**src/rtl/fht_seq_pkg.sv**
```systemverilog
// Shared types for the FHT host-side sequencer: state encoding and bank-select decode.
// Purely declarative; no logic lives here.
package fht_seq_pkg;

    localparam int N_BANK = 4;

    typedef enum logic [2:0] {
        IDLE,
        LOAD,
        START,
        WAIT_BUSY,
        WAIT_DONE,
        UNLOAD
    } seq_state_t;

    function automatic logic [N_BANK-1:0] bank_onehot(input logic [1:0] sel);
        return N_BANK'(1) << sel;
    endfunction

endpackage

```
**src/rtl/fht_skid_buf2.sv**
```systemverilog
// Two-entry valid/ready buffer with occupancy count; a pushed word is visible the next cycle.
// Backpressure: o_in_rdy drops only when full and not popping; o_out_dat holds while stalled.
module fht_skid_buf2 #(
    parameter int D_BIT = 16
) (
    input  logic             i_core_clk,
    input  logic             i_arst_n,
    input  logic [D_BIT-1:0] i_in_dat,
    input  logic             i_in_vld,
    output logic             o_in_rdy,
    output logic [D_BIT-1:0] o_out_dat,
    output logic             o_out_vld,
    input  logic             i_out_rdy,
    output logic [1:0]       o_cnt
);

    logic [D_BIT-1:0] r_head;
    logic [D_BIT-1:0] r_tail;
    logic [1:0]       r_cnt;
    logic             w_push;
    logic             w_pop;

    assign o_out_vld = (r_cnt != 2'd0);
    assign o_in_rdy  = (r_cnt != 2'd2) || i_out_rdy;
    assign o_out_dat = r_head;
    assign o_cnt     = r_cnt;
    assign w_push    = i_in_vld && o_in_rdy;
    assign w_pop     = o_out_vld && i_out_rdy;

    // r_head is always the oldest entry, so the output never needs a read mux.
    always_ff @(posedge i_core_clk or negedge i_arst_n) begin
        if (!i_arst_n) begin
            r_head <= '0;
            r_tail <= '0;
            r_cnt  <= 2'd0;
        end else begin
            case ({w_push, w_pop})
                2'b10: begin
                    if (r_cnt == 2'd0) r_head <= i_in_dat;
                    else               r_tail <= i_in_dat;
                    r_cnt <= r_cnt + 2'd1;
                end
                2'b01: begin
                    r_head <= r_tail;
                    r_cnt  <= r_cnt - 2'd1;
                end
                2'b11: begin
                    if (r_cnt == 2'd1) begin
                        r_head <= i_in_dat;
                    end else begin
                        r_head <= r_tail;
                        r_tail <= i_in_dat;
                    end
                end
                default: ;
            endcase
        end
    end

endmodule

```
**src/rtl/fht_io_sequencer.sv**
```systemverilog
// Loads a frame of N samples into fht_top's four banks, starts the transform, then streams results out.
// Writes land 1 cycle after each input handshake; results flow through a 2-entry skid buffer under iM_READY.
module fht_io_sequencer
    import fht_seq_pkg::*;
#(
    parameter int D_BIT  = 16,
    parameter int A_BIT  = 8,
    parameter int RD_LAT = 1
) (
    input  logic              iCLK,
    input  logic              iRESET,
    input  logic [D_BIT-1:0]  iS_DATA,
    input  logic              iS_VALID,
    output logic              oS_READY,
    output logic [D_BIT-1:0]  oM_DATA,
    output logic              oM_VALID,
    input  logic              iM_READY,
    output logic              oBUSY,
    output logic              oDONE,
    output logic [N_BANK-1:0] oFHT_WE,
    output logic [D_BIT-1:0]  oFHT_DATA,
    output logic [A_BIT-1:0]  oFHT_ADDR_WR,
    output logic [A_BIT-1:0]  oFHT_ADDR_RD,
    output logic              oFHT_START,
    input  logic [D_BIT-1:0]  iFHT_DATA_0,
    input  logic [D_BIT-1:0]  iFHT_DATA_1,
    input  logic [D_BIT-1:0]  iFHT_DATA_2,
    input  logic [D_BIT-1:0]  iFHT_DATA_3,
    input  logic              iFHT_RDY
);

    localparam int             CW       = A_BIT + 2;
    localparam logic [CW-1:0]  LAST_IDX = {CW{1'b1}};

    if (RD_LAT != 1) begin : g_rd_lat_unsupported
        $error("fht_io_sequencer supports RD_LAT = 1 only");
    end

    seq_state_t        r_state;
    logic [CW-1:0]     r_wr_cnt;
    logic [CW-1:0]     r_rd_cnt;
    logic [CW-1:0]     r_out_cnt;
    logic              r_rd_all;
    logic              r_inflight;
    logic [1:0]        r_bank_d;
    logic              r_s_ready;
    logic [N_BANK-1:0] r_we;
    logic [A_BIT-1:0]  r_addr_wr;
    logic [D_BIT-1:0]  r_wdata;
    logic              r_start;
    logic              r_done;

    logic              w_s_hs;
    logic              w_m_hs;
    logic              w_issue;
    logic [2:0]        w_credit;
    logic [D_BIT-1:0]  w_rd_data;
    logic              w_sb_in_rdy;
    logic              w_sb_out_vld;
    logic [D_BIT-1:0]  w_sb_out_dat;
    logic [1:0]        w_sb_cnt;

    // In IDLE the first sample waits for fht_top to be idle; once loading, RDY is ignored.
    assign oS_READY = r_s_ready && ((r_state == LOAD) || iFHT_RDY);
    assign w_s_hs   = iS_VALID && oS_READY;
    assign w_m_hs   = w_sb_out_vld && iM_READY;

    // Occupancy left after this cycle's pop plus reads still in flight; keeps the buffer from overflowing.
    assign w_credit = {1'b0, w_sb_cnt} + {2'b0, r_inflight} - {2'b0, w_m_hs};
    assign w_issue  = (r_state == UNLOAD) && !r_rd_all && (w_credit < 3'd2) && w_sb_in_rdy;

    always_comb begin
        w_rd_data = iFHT_DATA_0;
        case (r_bank_d)
            2'd1:    w_rd_data = iFHT_DATA_1;
            2'd2:    w_rd_data = iFHT_DATA_2;
            2'd3:    w_rd_data = iFHT_DATA_3;
            default: w_rd_data = iFHT_DATA_0;
        endcase
    end

    always_ff @(posedge iCLK or negedge iRESET) begin
        if (!iRESET) begin
            r_state    <= IDLE;
            r_wr_cnt   <= '0;
            r_rd_cnt   <= '0;
            r_out_cnt  <= '0;
            r_rd_all   <= 1'b0;
            r_inflight <= 1'b0;
            r_bank_d   <= 2'd0;
            r_s_ready  <= 1'b0;
            r_we       <= '0;
            r_addr_wr  <= '0;
            r_wdata    <= '0;
            r_start    <= 1'b0;
            r_done     <= 1'b0;
        end else begin
            r_we       <= '0;
            r_start    <= 1'b0;
            r_done     <= 1'b0;
            r_inflight <= w_issue;

            if (w_s_hs) begin
                r_we      <= bank_onehot(r_wr_cnt[1:0]);
                r_addr_wr <= r_wr_cnt[CW-1:2];
                r_wdata   <= iS_DATA;
                r_wr_cnt  <= r_wr_cnt + 1'b1;
            end

            if (w_issue) begin
                r_rd_cnt <= r_rd_cnt + 1'b1;
                r_bank_d <= r_rd_cnt[1:0];
                if (r_rd_cnt == LAST_IDX) r_rd_all <= 1'b1;
            end

            if (w_m_hs) r_out_cnt <= r_out_cnt + 1'b1;

            case (r_state)
                IDLE: begin
                    r_s_ready <= 1'b1;
                    if (w_s_hs) r_state <= LOAD;
                end
                LOAD: begin
                    if (w_s_hs && (r_wr_cnt == LAST_IDX)) begin
                        r_s_ready <= 1'b0;
                        r_state   <= START;
                    end
                end
                START: begin
                    r_s_ready <= 1'b0;
                    r_start   <= 1'b1;
                    r_state   <= WAIT_BUSY;
                end
                WAIT_BUSY: begin
                    r_s_ready <= 1'b0;
                    if (!iFHT_RDY) r_state <= WAIT_DONE;
                end
                WAIT_DONE: begin
                    r_s_ready <= 1'b0;
                    if (iFHT_RDY) r_state <= UNLOAD;
                end
                UNLOAD: begin
                    r_s_ready <= 1'b0;
                    if (w_m_hs && (r_out_cnt == LAST_IDX)) begin
                        r_done   <= 1'b1;
                        r_rd_all <= 1'b0;
                        r_state  <= IDLE;
                    end
                end
                default: begin
                    r_s_ready <= 1'b0;
                    r_state   <= IDLE;
                end
            endcase
        end
    end

    fht_skid_buf2 #(
        .D_BIT (D_BIT)
    ) u_res_buf (
        .i_core_clk (iCLK),
        .i_arst_n   (iRESET),
        .i_in_dat   (w_rd_data),
        .i_in_vld   (r_inflight),
        .o_in_rdy   (w_sb_in_rdy),
        .o_out_dat  (w_sb_out_dat),
        .o_out_vld  (w_sb_out_vld),
        .i_out_rdy  (iM_READY),
        .o_cnt      (w_sb_cnt)
    );

    assign oM_DATA      = w_sb_out_dat;
    assign oM_VALID     = w_sb_out_vld;
    assign oBUSY        = (r_state != IDLE);
    assign oDONE        = r_done;
    assign oFHT_WE      = r_we;
    assign oFHT_DATA    = r_wdata;
    assign oFHT_ADDR_WR = r_addr_wr;
    assign oFHT_ADDR_RD = r_rd_cnt[CW-1:2];
    assign oFHT_START   = r_start;

endmodule

```
**config.mk**
```make
export PLATFORM = sky130hd
export DESIGN_NAME = fht_io_sequencer
export DESIGN_NICKNAME = d
export VERILOG_FILES = /design/src/rtl/fht_seq_pkg.sv /design/src/rtl/fht_skid_buf2.sv /design/src/rtl/fht_io_sequencer.sv
export SDC_FILE = /design/constraint.sdc
export NUM_CORES = 1
export LEC_CHECK = 0
export CELL_PAD_IN_SITES_DETAIL_PLACEMENT = 2
export CELL_PAD_IN_SITES_GLOBAL_PLACEMENT = 2
export CORE_ASPECT_RATIO = 1.75
export CORE_MARGIN = 2
export CORE_UTILIZATION = 33
export DETAILED_ROUTE_END_ITERATION = 7
export PLACE_DENSITY = 0.92
export SYNTH_ARGS = -nofsm -noshare
export SYNTH_HDL_FRONTEND = slang
export SYNTH_HIERARCHICAL = 1
export SYNTH_SLANG_ARGS = --single-unit
```
**constraint.sdc**
```tcl
create_clock -name iCLK -period 6.43 [get_ports iCLK]
set_input_delay 1.6075 -clock iCLK [delete_from_list [all_inputs] [get_ports iCLK]]
set_output_delay 1.6075 -clock iCLK [all_outputs]
set_load 0.005 [all_outputs]
```
* After elaboration in Yosys (flattened, before gate mapping)
Index checks and enable logic that the tools add are counted.
** Operators by class
- Add/sub/neg operators :: 7
- $lt $le $gt $ge :: 1
- Equal/unequal tests :: 24
- Shifts and indexed selects :: 1
- Muxes and demuxes :: 24
- Reduce and logical (&&, ||, !) cells :: 22
** Operators with widths (count)
- 16-bit case mux with 3 select lines :: 2
- 16-bit 2-to-1 mux :: 4
- 16-bit case mux with 2 select lines :: 1
- 10-bit by 1-bit adder with 10-bit output, second input constant :: 3
- 10-bit == test, second input constant :: 3
- 3-bit case mux with 6 select lines :: 1
- 3-bit 2-to-1 mux :: 5
- 2-bit != test, second input constant :: 6
- 1-bit logical AND :: 9
- 2-bit == test, second input constant :: 4
- 1-bit 2-to-1 mux :: 8
- 2-bit by 1-bit == test with 1-bit output, second input constant :: 3
- 3-bit by 2-bit == test with 1-bit output, second input constant :: 2
- 3-bit == test, second input constant :: 2
- 2-bit by 1-bit != test with 1-bit output, second input constant :: 3
- 2-bit nonzero test :: 3
- 3-bit nonzero test :: 2
- 5-bit AND reduction :: 1
- 4-bit 2-to-1 mux :: 1
- 2-bit case mux with 2 select lines :: 1
- 1-bit by 2-bit << shifter with 4-bit output, first input constant :: 1
- 2-bit by 1-bit adder with 3-bit output :: 1
- 3-bit by 1-bit == test with 1-bit output, second input constant :: 1
- 3-bit logical NOT :: 1
- 10 further kinds :: 11
** Storage, ports and cells
- Register bits after elaboration :: 102
- Input port bits :: 85

* Depth between registers and ports, before layout
- Depth after elaboration :: 9
- Depth in mapped cells :: 13
- Mapped depth without buffers :: 12

* Cells and area by module
The synthesis kept the hierarchy.
** Modules (own cells, without submodules)
- fht_io_sequencer :: times used 1, cells an instance 298, area each 3375.7 um^2
- fht_skid_buf2 :: times used 1, cells an instance 130, area each 1701.6 um^2

* Least setup slack after synthesis
No wires, ideal clock.
- Kind :: input to register
- Start point :: in iM_READY
- End point :: reg r_rd_cnt[3]
- Library setup time :: 123 ps
- Arrival :: 3482 ps
- Data required time :: 6307 ps
- Path slack :: 2825 ps
- Stages :: 10
- Cell sequence :: nand2_1 inv_1 ha_1 nand2b_1 fa_1 xor2_1 nor4_4 buf_6 nand4_1 xnor2_1
** Between the ends
- Longest elaborated chain between the ends :: 5
- Elaborated cells on any way between the ends :: 6
- Those cells by class :: add/sub (1); order compare (1); reduce/logical (4)
** Ends and longest elaborated chain
- from (decl) :: line fht_io_sequencer.sv:17 : input logic iM_READY,
- 1-bit logical AND :: line fht_io_sequencer.sv:66 : assign w_m_hs = w_sb_out_vld && iM_READY;
- named net w_m_hs :: line fht_io_sequencer.sv:54 : logic w_m_hs;
- 3-bit by 1-bit subtractor with 3-bit output :: line fht_io_sequencer.sv:69 : assign w_credit = {1'b0, w_sb_cnt} + {2'b0, r_inflight} - {2'b0, w_m_hs};
- 3-bit by 2-bit < comparator with 1-bit output :: line fht_io_sequencer.sv:70 : assign w_issue = (r_state == UNLOAD) && !r_rd_all && (w_credit < 3'd2) && w_sb_in_rdy;
- 1-bit logical AND (2 in series) :: line fht_io_sequencer.sv:70
- named net w_issue :: line fht_io_sequencer.sv:55 : logic w_issue;
- to (signal assigned) :: line fht_io_sequencer.sv:111 : r_rd_cnt <= r_rd_cnt + 1'b1;
- to (decl) :: line fht_io_sequencer.sv:41 : logic [CW-1:0] r_rd_cnt;
The timed path passes the listed nets, and every way through them passes these cells.
A chain may end at the register's enable or synchronous reset.

* Worst setup path after layout
- Start point :: in iFHT_RDY
- End point :: out oS_READY
** Between the ends
- Longest elaborated chain between the ends :: 2
** Ends and longest elaborated chain
- from (decl) :: line fht_io_sequencer.sv:29 : input logic iFHT_RDY
- 1-bit logical OR :: line fht_io_sequencer.sv:64 : assign oS_READY = r_s_ready && ((r_state == LOAD) || iFHT_RDY);
- 1-bit logical AND :: line fht_io_sequencer.sv:64
- to (decl) :: line fht_io_sequencer.sv:14 : output logic oS_READY,
No other way between the ends.

==> summary.md <==
The run finished with clean final reports. The post-route netlist has 15.7% of its cells at a drive strength greater than 1. Post-route setup TNS: 0 ns. Setup repair after global routing left no endpoint under its margin.

The die covers 16400 um^2. The clock reaches the later pin of the worst-skew pair after 0.34 ns. The tools report the clock tree root buffer cell as sky130_fd_sc_hd__clkbuf_16. Normalized max-slew margin: 32.6%.

STA puts the critical path data required time at 4.82 ns. Measured along the x axis, the die boundary spans 97.8 um. The final route contains 3800 vias. The post-route clock skew came out at 0.00695 ns. The startpoint identified for the worst hold timing path is oFHT_DATA[0]$_DFFE_PN0N_. The first global-routing pass estimated 23.8 mm of wire. The number of slew-limit violations in the final report was 0; the fraction of post-synthesis cell area in the top cell type by area was 50.3%. Sequential elements use 50.3% of the synthesized area.

STA classifies the critical path startpoint as a primary input. Power spread over the standard cell area amounts to 300 nW/um^2. Dominant cell type by area after synthesis: sky130_fd_sc_hd__dfrtp_1. The tools report the total global-route track usage as 18.4%.

For the worst path arrival time, the log shows 2.93 ns. For the initial antenna violation count, the log shows 0. Initial standard-cell utilization of the core: 33.3%. Net switching is 32.5% of the power.

The share of total power dissipated in combinational logic is 32.5%. The number of setup buffers added after CTS is 0. The tools report the synthesized cell area as 5080 um^2. For this design the static power due to leakage is 3.03 nW. The most numerous cell type found on the critical path is sky130_fd_sc_hd__clkdlybuf4s50_1. The power share of the clock group is 25.6%. The tools report the total net switching power as 0.666 mW.

The library cells used most frequently in the layout, excluding fill and tap cells, are 140 x sky130_fd_sc_hd__clkdlybuf4s50_1, 103 x sky130_fd_sc_hd__nand2_1, 102 x sky130_fd_sc_hd__dfrtp_1, 20 x sky130_fd_sc_hd__xnor2_1, 16 x sky130_fd_sc_hd__mux4_2. The tool flagged a number of max-cap violations equal to 0. The number of antenna diodes in the final layout is 0.

The tools report the clock sink count as 102. The endpoint type of the worst setup path was an output pin. When the netlist entered floorplanning its net count stood at 527.

The H-tree was split into 3 levels. In the routed layout, each cell is associated on average with a via count of 5.09. In the synthesized netlist, the number of instances is 428. Relative to the synthesized area, the layout overhead comes to 34.7%. The distinct cell type count after synthesis was 58; the slew at the pin closest to its max-slew limit was 1.01 ns. Entering global routing, the biggest net connects 55 pins. The clock tree buffer depth was 2; the average routed wire per standard cell was 20.0 um. The dominant register cell in the synthesized netlist is sky130_fd_sc_hd__dfrtp_1. Leaving out fill and tap cells, the most frequent cell in the layout is sky130_fd_sc_hd__clkdlybuf4s50_1.

The logs give 0 for the total setup violations reported at the end of the flow and 9 for the number of clock buffers inserted by TritonCTS. Remaining antenna violation count after routing: 0. The classification of the worst setup path was primary input to output pin.

The smallest clock period supported by the final layout is computed as 4.54 ns. Hold buffer count at cts: 0. The number of I/O pins was 142; the clock-pin slew reported for the worst setup and hold paths after clock tree synthesis was 0.07 ns.

The net count reported at finish is 655. The detailed-routing iteration count for the pre-antenna-repair pass is 4. The tools report the maximum resistive drop on vdd as 0.140 mV. The run gives 60 as the number of core rows.

The number of warnings reported in the yosys synthesis log is 6. Yosys attributes the largest share of cell area to sky130_fd_sc_hd__dfrtp_1 50%, sky130_fd_sc_hd__nand2_1 7.6%, sky130_fd_sc_hd__mux4_2 7.1%. The congestion estimate from routability-driven global placement came to 0.797. The region available for standard cell placement spans 15200 um^2. In this design, the stage delay of the slowest critical-path cell is 0.62 ns. The highest attainable clock frequency came out at 220 MHz. The async set or reset register ratio after synthesis works out to 100%.

The worst hold-check path type is flip-flop to flip-flop. For this block, the initial DRC count from the detailed router was 62. Once detailed placement completed, the half-perimeter wirelength came to 11.2 mm. Cell internal power was estimated by the tool at 1.39 mW.

Startpoint of the lowest-slack register-to-register path: u_res_buf/o_cnt[1]$_DFFE_PN0P_. The total overflow reported by the global router came out at 0. The critical path starts at iFHT_RDY. Number of failing hold endpoints at the final stage: 0. TritonCTS built the clock tree. Counting flops and latches in the post-synthesis netlist gives 102. Across all setup checks in the final design, the least slack found is 1.89 ns. The part of the power in registers is 41.9%, and the count of fill cells added during filler insertion is 1570. The die height was 168 um. The tightest hold path in the finished design has a slack of 0.484 ns.

For this run, design rule violations remaining after detail routing come to 0. In this run the worst path has a maximum fanout of 8. Slowest cell on the critical path: sky130_fd_sc_hd__clkdlybuf4s50_1. The number of resized instances in the post-cts repair step was 0; the placement-stage worst setup slack was 1.71 ns.

The via count of the first global-routing pass was 4499; the number of synthesized flops with an enable pin was 0. The average instance in the mapped netlist occupies 11.9 um^2. The routed design has 15.0 mm of wire. During placement, the flow inserted port buffers numbering 141. After layout, the worst path uses 70.6% of the clock period. The critical path goes through clkdlybuf4s50_1, o21a_1, clkdlybuf4s50_1.
==> area by class of cell <==
class | count | area (um^2) | share of cell area [%]
Timing Repair Buffer | 144 | 1430 | 20.9
Sequential cell | 102 | 2550 | 37.3
Tap cell | 186 | 233 | 3.40
Clock buffer | 13 | 270 | 3.95
Inverter | 11 | 43.8 | 0.640
Multi-Input combinational cell | 288 | 2290 | 33.5
Clock inverter | 3 | 17.5 | 0.256
==> routing by layer <==
metal / vias to the layer above / wire length [um] / track usage (%)
met2: 125 / 8690 / 37.5
met1: 1929 / 5260 / 18.2
li1: 1730 / - / -
met3: 16 / 832 / 4.23
met5: - / 0 / 0
met4: 0 / 194 / 4.47
==> cells in the mapped netlist (all sizes together), types with 2 or more instances <==
library cell,number
inv,11
a22oi,16
nand2,106
nand2b,2
and4,4
clkbuf,8
and2,5
xor2,10
nor3,3
o21a,2
nor2b,2
buf,19
ha,13
o211ai,2
mux4,16
nor2,6
nand4,10
nand3,5
or3,2
dfrtp,102
and3,5
nand3b,2
mux2,20
xnor2,20
nor3b,2
o21ai,20
==> power by group through the flow <==
| stage | logic [mW] | clock network (mW) | registers, mW |
|---|---|---|---|
| CTS | 0.683 | 0.546 | 0.863 |
| global route | 0.735 | 0.570 | 0.878 |
| floorplan | 0.337 | 0 | 0.852 |
| finish | 0.666 | 0.526 | 0.860 |
| detailed placement | 0.662 | 0 | 0.872 |
| global placement | 0.615 | 0 | 0.857 |
==> flip-flops by register name (all words and copies together) (netlist names), 3 cells and up <==
| name | flops |
|---|---|
| u_res_buf/r_tail | 16 |
| r_state | 3 |
| oFHT_WE | 4 |
| oFHT_DATA | 16 |
| r_wr_cnt | 10 |
| u_res_buf/o_out_dat | 16 |
| r_out_cnt | 10 |
| oFHT_ADDR_WR | 8 |
| r_rd_cnt | 10 |
==> path summary, 6_finish.rpt <==
kind	end	slack [ns]	depth (start not counted)
hold reg to reg	oFHT_DATA[0]$_DFFE_PN0N_	0.48	2
hold / removal	oFHT_DATA[0]$_DFFE_PN0N_	0.48	2
max in group asynchronous	r_out_cnt[9]$_DFFE_PN0P_	3.99	2
setup reg to reg	r_rd_cnt[3]$_DFFE_PN0N_	2.86	12
min in group asynchronous	u_res_buf/o_out_dat[5]$_DFFE_PN0P_	1.27	1
setup / recovery	oS_READY	1.89	3
==> through the flow <==
step / std cells / util (%) / instance area, um^2 / power (mW)
6_report: 747 / 44.9 / 6840 / 2.05
5_1_grt: 747 / 44.9 / 6840 / 2.18
4_1_cts: 747 / 44.9 / 6840 / 2.09
3_5_place_dp: 731 / 43.0 / 6550 / 1.53
3_3_place_gp: 731 / 43.0 / 6550 / 1.47
2_1_floorplan: 428 / - / 5080 / 1.19
==> cells by family (layout without fill, tap and decap cells) <==
| kind of cell | Yosys count | count (layout) | synth area share (%) |
|---|---|---|---|
| AND/OR/NAND/NOR | 157 | 157 | 15.1 |
| buffers and inverters | 38 | 171 | 4.56 |
| flip-flops | 102 | 102 | 50.3 |
| AO/OA/AOI/OAI | 50 | 50 | 8.87 |
| XOR/XNOR | 30 | 30 | 5.17 |
| adder cells (fa/ha/maj) | 14 | 14 | 3.60 |
| multiplexers | 37 | 37 | 12.5 |
==> critical path, delay by kind of cell <==
kind,cells,cell delay (ns)
buffers and inverters,2,1.13
AO/OA/AOI/OAI,1,0.19
Note: power is estimated with default switching activity, not from simulation.
